===== config.mk =====
export PLATFORM = sky130hd
export DESIGN_NAME = sw_row_loader
export DESIGN_NICKNAME = d
export VERILOG_FILES = /design/src/rtl/sw_row_loader.sv
export SDC_FILE = /design/constraint.sdc
export NUM_CORES = 1
export LEC_CHECK = 0
export CORE_AREA = 8 8 199 201
export CTS_CLUSTER_SIZE = 16
export DETAILED_ROUTE_END_ITERATION = 7
export DIE_AREA = 0 0 207 209
export PLACE_DENSITY_LB_ADDON = 0.3
export SLEW_MARGIN = 10
export SYNTH_ARGS = -nofsm -noshare
export SYNTH_HDL_FRONTEND = slang
export SYNTH_SLANG_ARGS = --single-unit

===== constraint.sdc =====
create_clock -name clk -period 5.7 [get_ports clk]
set_clock_uncertainty 0.1 [all_clocks]
set_input_delay 0.57 -clock clk [delete_from_list [all_inputs] [get_ports clk]]
set_output_delay 0.57 -clock clk [all_outputs]
set_load 0.05 [all_outputs]

===== src/rtl/sw_row_loader.sv =====
// Search-window row loader: fetches the 4x4 reference block once per search,
// then streams the window rows (one row per cycle) to the SAD arrays.
module sw_row_loader #(
  parameter int ADDR_W     = 11,
  parameter int WIN_ROWS   = 19,
  parameter int REF_ROWS   = 4,
  parameter int WIN_STRIDE = 1,
  parameter int REF_STRIDE = 1
) (
  input  logic              clk,
  input  logic              rst_n,
  input  logic              start,
  input  logic [ADDR_W-1:0] win_base,
  input  logic [ADDR_W-1:0] ref_base,
  output logic              busy,
  output logic              done,
  output logic              win_rd,
  output logic [ADDR_W-1:0] win_addr,
  input  logic [151:0]      win_rdata,
  output logic              ref_rd,
  output logic [ADDR_W-1:0] ref_addr,
  input  logic [31:0]       ref_rdata,
  output logic [151:0]      row_out,
  output logic              row_valid,
  output logic [4:0]        row_idx,
  output logic [127:0]      ref_out,
  output logic              ref_valid
);

  typedef enum logic [2:0] {IDLE, LOAD_REF, STREAM, DRAIN, DONE} state_t;

  localparam logic [ADDR_W-1:0] WS = ADDR_W'(WIN_STRIDE);
  localparam logic [ADDR_W-1:0] RS = ADDR_W'(REF_STRIDE);

  state_t              state_q, state_d;
  logic [4:0]          cnt_q, cnt_d;
  logic [ADDR_W-1:0]   win_base_q, win_base_d;
  logic [ADDR_W-1:0]   ref_base_q, ref_base_d;
  logic                ref_lat_q, ref_lat_d;
  logic [4:0]          ref_lidx_q, ref_lidx_d;
  logic                win_lat_q, win_lat_d;
  logic [4:0]          row_idx_q, row_idx_d;
  logic [151:0]        row_hold_q, row_hold_d;
  logic [127:0]        ref_q, ref_d;
  logic                ref_valid_q, ref_valid_d;

  always_ff @(posedge clk or negedge rst_n) begin
    if (!rst_n) begin
      state_q     <= IDLE;
      cnt_q       <= '0;
      win_base_q  <= '0;
      ref_base_q  <= '0;
      ref_lat_q   <= 1'b0;
      ref_lidx_q  <= '0;
      win_lat_q   <= 1'b0;
      row_idx_q   <= '0;
      row_hold_q  <= '0;
      ref_q       <= '0;
      ref_valid_q <= 1'b0;
    end else begin
      state_q     <= state_d;
      cnt_q       <= cnt_d;
      win_base_q  <= win_base_d;
      ref_base_q  <= ref_base_d;
      ref_lat_q   <= ref_lat_d;
      ref_lidx_q  <= ref_lidx_d;
      win_lat_q   <= win_lat_d;
      row_idx_q   <= row_idx_d;
      row_hold_q  <= row_hold_d;
      ref_q       <= ref_d;
      ref_valid_q <= ref_valid_d;
    end
  end

  always_comb begin
    state_d     = state_q;
    cnt_d       = cnt_q;
    win_base_d  = win_base_q;
    ref_base_d  = ref_base_q;
    // Read data returns one cycle after the strobe; these flags track it.
    ref_lat_d   = (state_q == LOAD_REF);
    ref_lidx_d  = cnt_q;
    win_lat_d   = (state_q == STREAM);
    row_idx_d   = win_lat_d ? cnt_q : row_idx_q;
    row_hold_d  = win_lat_q ? win_rdata : row_hold_q;
    ref_d       = ref_q;
    ref_valid_d = ref_valid_q;

    for (int i = 0; i < REF_ROWS; i++)
      if (ref_lat_q && ref_lidx_q == 5'(i)) ref_d[32*i +: 32] = ref_rdata;
    if (ref_lat_q && ref_lidx_q == 5'(REF_ROWS-1)) ref_valid_d = 1'b1;

    case (state_q)
      IDLE: if (start) begin
        win_base_d  = win_base;
        ref_base_d  = ref_base;
        ref_valid_d = 1'b0;
        cnt_d       = '0;
        state_d     = LOAD_REF;
      end
      LOAD_REF: begin
        cnt_d = cnt_q + 5'd1;
        if (cnt_q == 5'(REF_ROWS-1)) begin
          cnt_d   = '0;
          state_d = STREAM;
        end
      end
      STREAM: begin
        cnt_d = cnt_q + 5'd1;
        if (cnt_q == 5'(WIN_ROWS-1)) begin
          cnt_d   = '0;
          state_d = DRAIN;
        end
      end
      DRAIN:   state_d = DONE;
      DONE:    state_d = IDLE;
      default: state_d = IDLE;
    endcase
  end

  assign busy     = (state_q != IDLE);
  assign done     = (state_q == DONE);
  assign ref_rd   = (state_q == LOAD_REF);
  assign win_rd   = (state_q == STREAM);
  assign ref_addr = ref_rd ? ref_base_q + ADDR_W'(cnt_q) * RS : '0;
  assign win_addr = win_rd ? win_base_q + ADDR_W'(cnt_q) * WS : '0;

  // Row arrives from memory this cycle; forward it and keep a copy for holding.
  assign row_out   = win_lat_q ? win_rdata : row_hold_q;
  assign row_valid = win_lat_q;
  assign row_idx   = row_idx_q;
  assign ref_out   = ref_q;
  assign ref_valid = ref_valid_q;

endmodule


# == Yosys cells after proc, flatten, opt, wreduce, memory -nomap -nowiden ==
# Cells that the tools add are included.
# word_totals
ff_bits,323
inputBits,209
output_inout_bits,313
elab_cells,54
# classes
add_sub_neg,3
eq_ne,12
mux,14
n_reduce_logical,11
# op_table
cell,count
$mux 152,1
$add 11x5->11,2
$mux 11,2
$eq 5x2->1 const B,3
$mux 5,3
$pmux 5 s3,1
$pmux 3 s4,1
$mux 3,3
$eq 3x2->1 const B,2
$reduce_bool 3->1,2
$add 5x1->5 const B,1
$eq 5x1->1 const B,1
$eq 5x5->1 const B,1
$logic_not 5->1,1
$logic_and 1x1->1,4
$ne 2x1->1 const B,2
$reduce_and 2->1,2
$eq 3x1->1 const B,1
$eq 3x3->1 const B,1
$logic_not 3->1,1
$mux 1,3
$reduce_and 3->1,1
$ne 2x2->1 const B,1

# == Longest topological paths before layout ==
# logic_depth
word_depth,5
depth_mapped,7

# == Least setup slack after synthesis ==
# No wires, ideal clock.
# synth_timing
path_kind,register -> output
startpoint,reg cnt_q[0]
endpoint,out win_addr[6]
arrival_time_ps,2451
required_ps,5030
setup_slack_ps,2579
stages_incl_launch_ff,7
cell_sequence,dfrtp_1 > ha_1 > fa_1 > a21o_1 > a311o_1 > xnor2_1 > nor2_1
# synth_via
elab_chain_cells,2
# synth_rtl
element,line,rtl
start: declaration,36,"logic [4:0] cnt_q, cnt_d;"
start signal: assignment,62,cnt_q <= cnt_d;
$add 11x5->11,126,assign win_addr = win_rd ? win_base_q + ADDR_W'(cnt_q) * WS : '0;
$mux 11,126,
end: declaration,18,"output logic [ADDR_W-1:0] win_addr,"
# Every way passes these cells.

# == Worst setup path in the final report ==
# layout_timing
startpoint,reg state_q[0]
endpoint,out win_addr[7]
# layout_via
elab_chain_cells,2
# layout_rtl
element,line,rtl
start: declaration,35,"state_t state_q, state_d;"
start signal: assignment,61,state_q <= state_d;
$eq 3x2->1,124,assign win_rd = (state_q == STREAM);
$mux 11,126,
# Every way passes these cells.

==> impl_metrics.yaml <==
status:
  run_status: "completed"
worst_hold_path:
  worstHoldPathType: "reg -> reg"
final_layout:
  design.final.nets: 1607
  fraction_of_final_layout_cells_sized_beyond_drive_strength_1: 0.266
  layout_overhead_on_the_synthesized_area_pct: 51.7
  fill_cell_instance_count_of_the_final_layout: 3027
  number_of_inserted_diodes: 0
floorplanning:
  die_h_um: 209
  fp-row-count: 70
  pin_count: 522
  initial_cell_density_of_the_core: 0.366
  floorplan.core_area_mm2: 0.0363
  die-width_um: 207
  die_area_mm2: 0.0433
sta:
  maxSlewHeadroom: 0.466
  finalHoldWorstSlack_ns: 0.390
  rsz0062_at_grt: "no"
  post-route-period-util: 0.725
  timing_worst_slew_pin_value_ns: 0.801
  report.final.setup_viol: 0
  setup_total_negative_slack_ns: 0
  finalCriticalPeriod_ns: 4.13
  final-max-slew-violation-count: 0
  final-hold-violation-count: 0
  fmaxAchievable_ghz: 0.242
routing:
  via_per_inst: 4.77
  detail_route.first_pass.iterations: 4
  drt-total-wl_um: 40600
  antenna_violating_nets_post_route: 0
  initialDrtViolationCount: 365
  drc: 0
  vias: 8972
  wl_per_cell_um: 21.6
grt:
  grt_antenna_before_repair: 1
  grt_first_pass_wirelength_um: 62100
  grt_max_degree: 141
  grt_pass1_vias: 9874
  track_usage: 0.183
  gr-total-overflow: 0
clock_tree:
  cts_tree: "built"
  cts.root.buffer_cell: "clkbuf_16"
  cts_clk_pin_slew_worst_paths_ns: 0.05
  cts-buffers-inserted: 38
  post_cts_resized: 0
  cts-root-to-sink-buffers: 3
  post-cts-setup-buffer-count: 0
  ctsHtreeMaxLevel: 2
  cts.hold.buffers_added: 1
  cts_sinks: 323
  worstSkewPairLatency_ns: 0.53
critical_path:
  timing.critical_path.from_type: "flip-flop"
  arrival_time_of_the_worst_setup_path_ns: 3.46
  worst_setup_path_end_kind: "primary output"
  cp_max_fo: 18
  critical_path_class: "reg -> out"
  critPathRequiredTime_ns: 5.03
logic_synthesis:
  yosys_most_used_dff: "dfrtp_1"
  yosys_warnings: 0
  syn_inst: 857
  synth.cell_area_mm2: 0.0133
  post_synth_net_total: 1080
  yosysSeqAreaShare: 0.610
  yosysUniqueCellTypes: 55
  ys_ff_latch: 323
  number_of_flops_mapped_to_enable_cells_by_yosys: 0
  syn_avg_cell_area_um2: 15.5
  synthArstFlopShare: 1.00
placed_design:
  finalWeightedCongestion: 0.828
  detailedPlacementHpwl_um: 30200
  port_buffer_count: 521
run:
  maxCapViolCount: 0
==> worst max-delay path: stages (launching register included) <==
cell and delay [ns]:
dfrtp_1 0.47, or3b_1 0.68, inv_1 0.50, nand2_1 0.09
or3_1 0.31, nand2_1 0.07, clkdlybuf4s50_1 0.80
==> routing by layer <==
| layer | global-route usage | vias to the layer above | share of wire |
|---|---|---|---|
| li1 | - | 4096 | - |
| met1 | 0.211 | 4564 | 0.39 |
| met2 | 0.328 | 258 | 0.53 |
| met3 | 0.0533 | 52 | 0.062 |
| met4 | 0.0523 | 2 | 0.019 |
| met5 | 0 | - | 0.00022 |
==> stage by stage <==
step	worst slack, ns	cell area [um^2]	cells	utilization
2_1_floorplan	2.58	13300	857	-
3_3_place_gp	2.19	18800	1811	0.520
3_5_place_dp	2.15	18800	1811	0.520
4_1_cts	1.55	20100	1879	0.555
5_1_grt	1.37	20100	1879	0.555
6_report	1.57	20100	1879	0.555
==> path summary, 6_finish.rpt <==
kind / start / end / slack, ns / depth (start not counted)
worst max-delay path: state_q[0]$_DFFE_PN0P_ / win_addr[7] / 1.57 / 6
worst min-delay path: ref_out[6]$_DFFE_PN0P_ / ref_out[6]$_DFFE_PN0P_ / 0.39 / 1
worst max register to register: ref_lidx_q[3]$_DFF_PN0_ / ref_out[19]$_DFFE_PN0P_ / 3.21 / 4
worst min register to register: ref_out[6]$_DFFE_PN0P_ / ref_out[6]$_DFFE_PN0P_ / 0.39 / 1
max in group asynchronous: rst_n / ref_out[68]$_DFFE_PN0P_ / 3.75 / 3
min in group asynchronous: rst_n / row_hold_q[74]$_DFF_PN0_ / 0.52 / 2
==> kinds of logic after synthesis <==
family | after synthesis | share of synthesized area
flip-flops | 323 | 0.610
multiplexers | 305 | 0.278
AND/OR/NAND/NOR | 103 | 0.0413
AO/OA/AOI/OAI | 55 | 0.0279
buffers and inverters | 52 | 0.0253
adder cells (fa/ha/maj) | 14 | 0.0143
XOR/XNOR | 5 | 0.00330
==> cell usage in the layout (no fill, tap or decap), types with 3 or more instances in the layout <==
cell / n
a211oi_1: 4
a21o_1: 3
a21oi_1: 12
a31oi_1: 6
a41o_1: 4
and2_1: 8
and3_1: 3
buf_4: 6
bufinv_16: 3
clkbuf_1: 11
clkbuf_16: 39
clkbuf_8: 8
clkdlybuf4s50_1: 520
clkinv_2: 4
dfrtp_1: 322
ha_1: 12
inv_1: 8
mux2_1: 3
mux2_2: 231
mux2_4: 68
mux2i_1: 3
nand2_1: 30
nand2b_1: 3
nand3_1: 9
nand4_1: 4
nor2_1: 21
nor2_2: 3
nor2b_1: 3
o21ai_0: 11
or3_1: 5
xnor2_1: 5
==> state kept, by name, indices dropped and copies added (netlist names) <==
name,count
ref_lat_q,1
row_hold_q,152
ref_out,128
ref_valid,1
row_valid,1
ref_lidx_q,5
cnt_q,5
win_base_q,11
row_idx,5
state_q,3
ref_base_q,11
==> cells in the mapped netlist, types with 2 or more instances <==
| cell | n | area (um^2) |
|---|---|---|
| nor2_2 | 3 | 18.8 |
| clkbuf_1 | 16 | 60.1 |
| a21oi_1 | 12 | 60.1 |
| dfrtp_1 | 323 | 8080 |
| a21o_1 | 3 | 22.5 |
| buf_6 | 9 | 101 |
| nor3_1 | 2 | 10.0 |
| nor3b_1 | 2 | 15.0 |
| nand4_1 | 4 | 25.0 |
| a41o_1 | 4 | 40.0 |
| nand2b_1 | 3 | 18.8 |
| buf_2 | 13 | 65.1 |
| nor2_1 | 21 | 78.8 |
| a41oi_1 | 2 | 17.5 |
| fa_1 | 2 | 40.0 |
| nor2b_1 | 3 | 18.8 |
| a211oi_1 | 4 | 30.0 |
| and3_1 | 3 | 18.8 |
| xnor2_1 | 5 | 43.8 |
| buf_4 | 2 | 15.0 |
| ha_1 | 12 | 150 |
| nand3_1 | 9 | 45.0 |
| nand2_1 | 30 | 113 |
| mux2_1 | 3 | 33.8 |
| mux2_2 | 231 | 2600 |
| or3b_1 | 2 | 17.5 |
| a31oi_1 | 6 | 37.5 |
| or3_1 | 5 | 31.3 |
| buf_12 | 3 | 60.1 |
| inv_1 | 8 | 30.0 |
| and2_1 | 8 | 50.1 |
| mux2_4 | 68 | 1020 |
| mux2i_1 | 3 | 30.0 |
| o21ai_0 | 11 | 55.1 |
| o31ai_1 | 2 | 15.0 |
==> final cells by class <==
type	instances	area, um^2	area share
Sequential cell	323	8090	0.402
Timing Repair Buffer	530	5320	0.264
Multi-Input combinational cell	482	4840	0.241
Clock buffer	58	1130	0.0561
Tap cell	468	586	0.0291
Clock inverter	9	126	0.00628
Inverter	9	33.8	0.00168
Power is left out: the tool's default activity adds up to more than one toggle a clock period on the data nets, which glitch-free logic cannot reach.
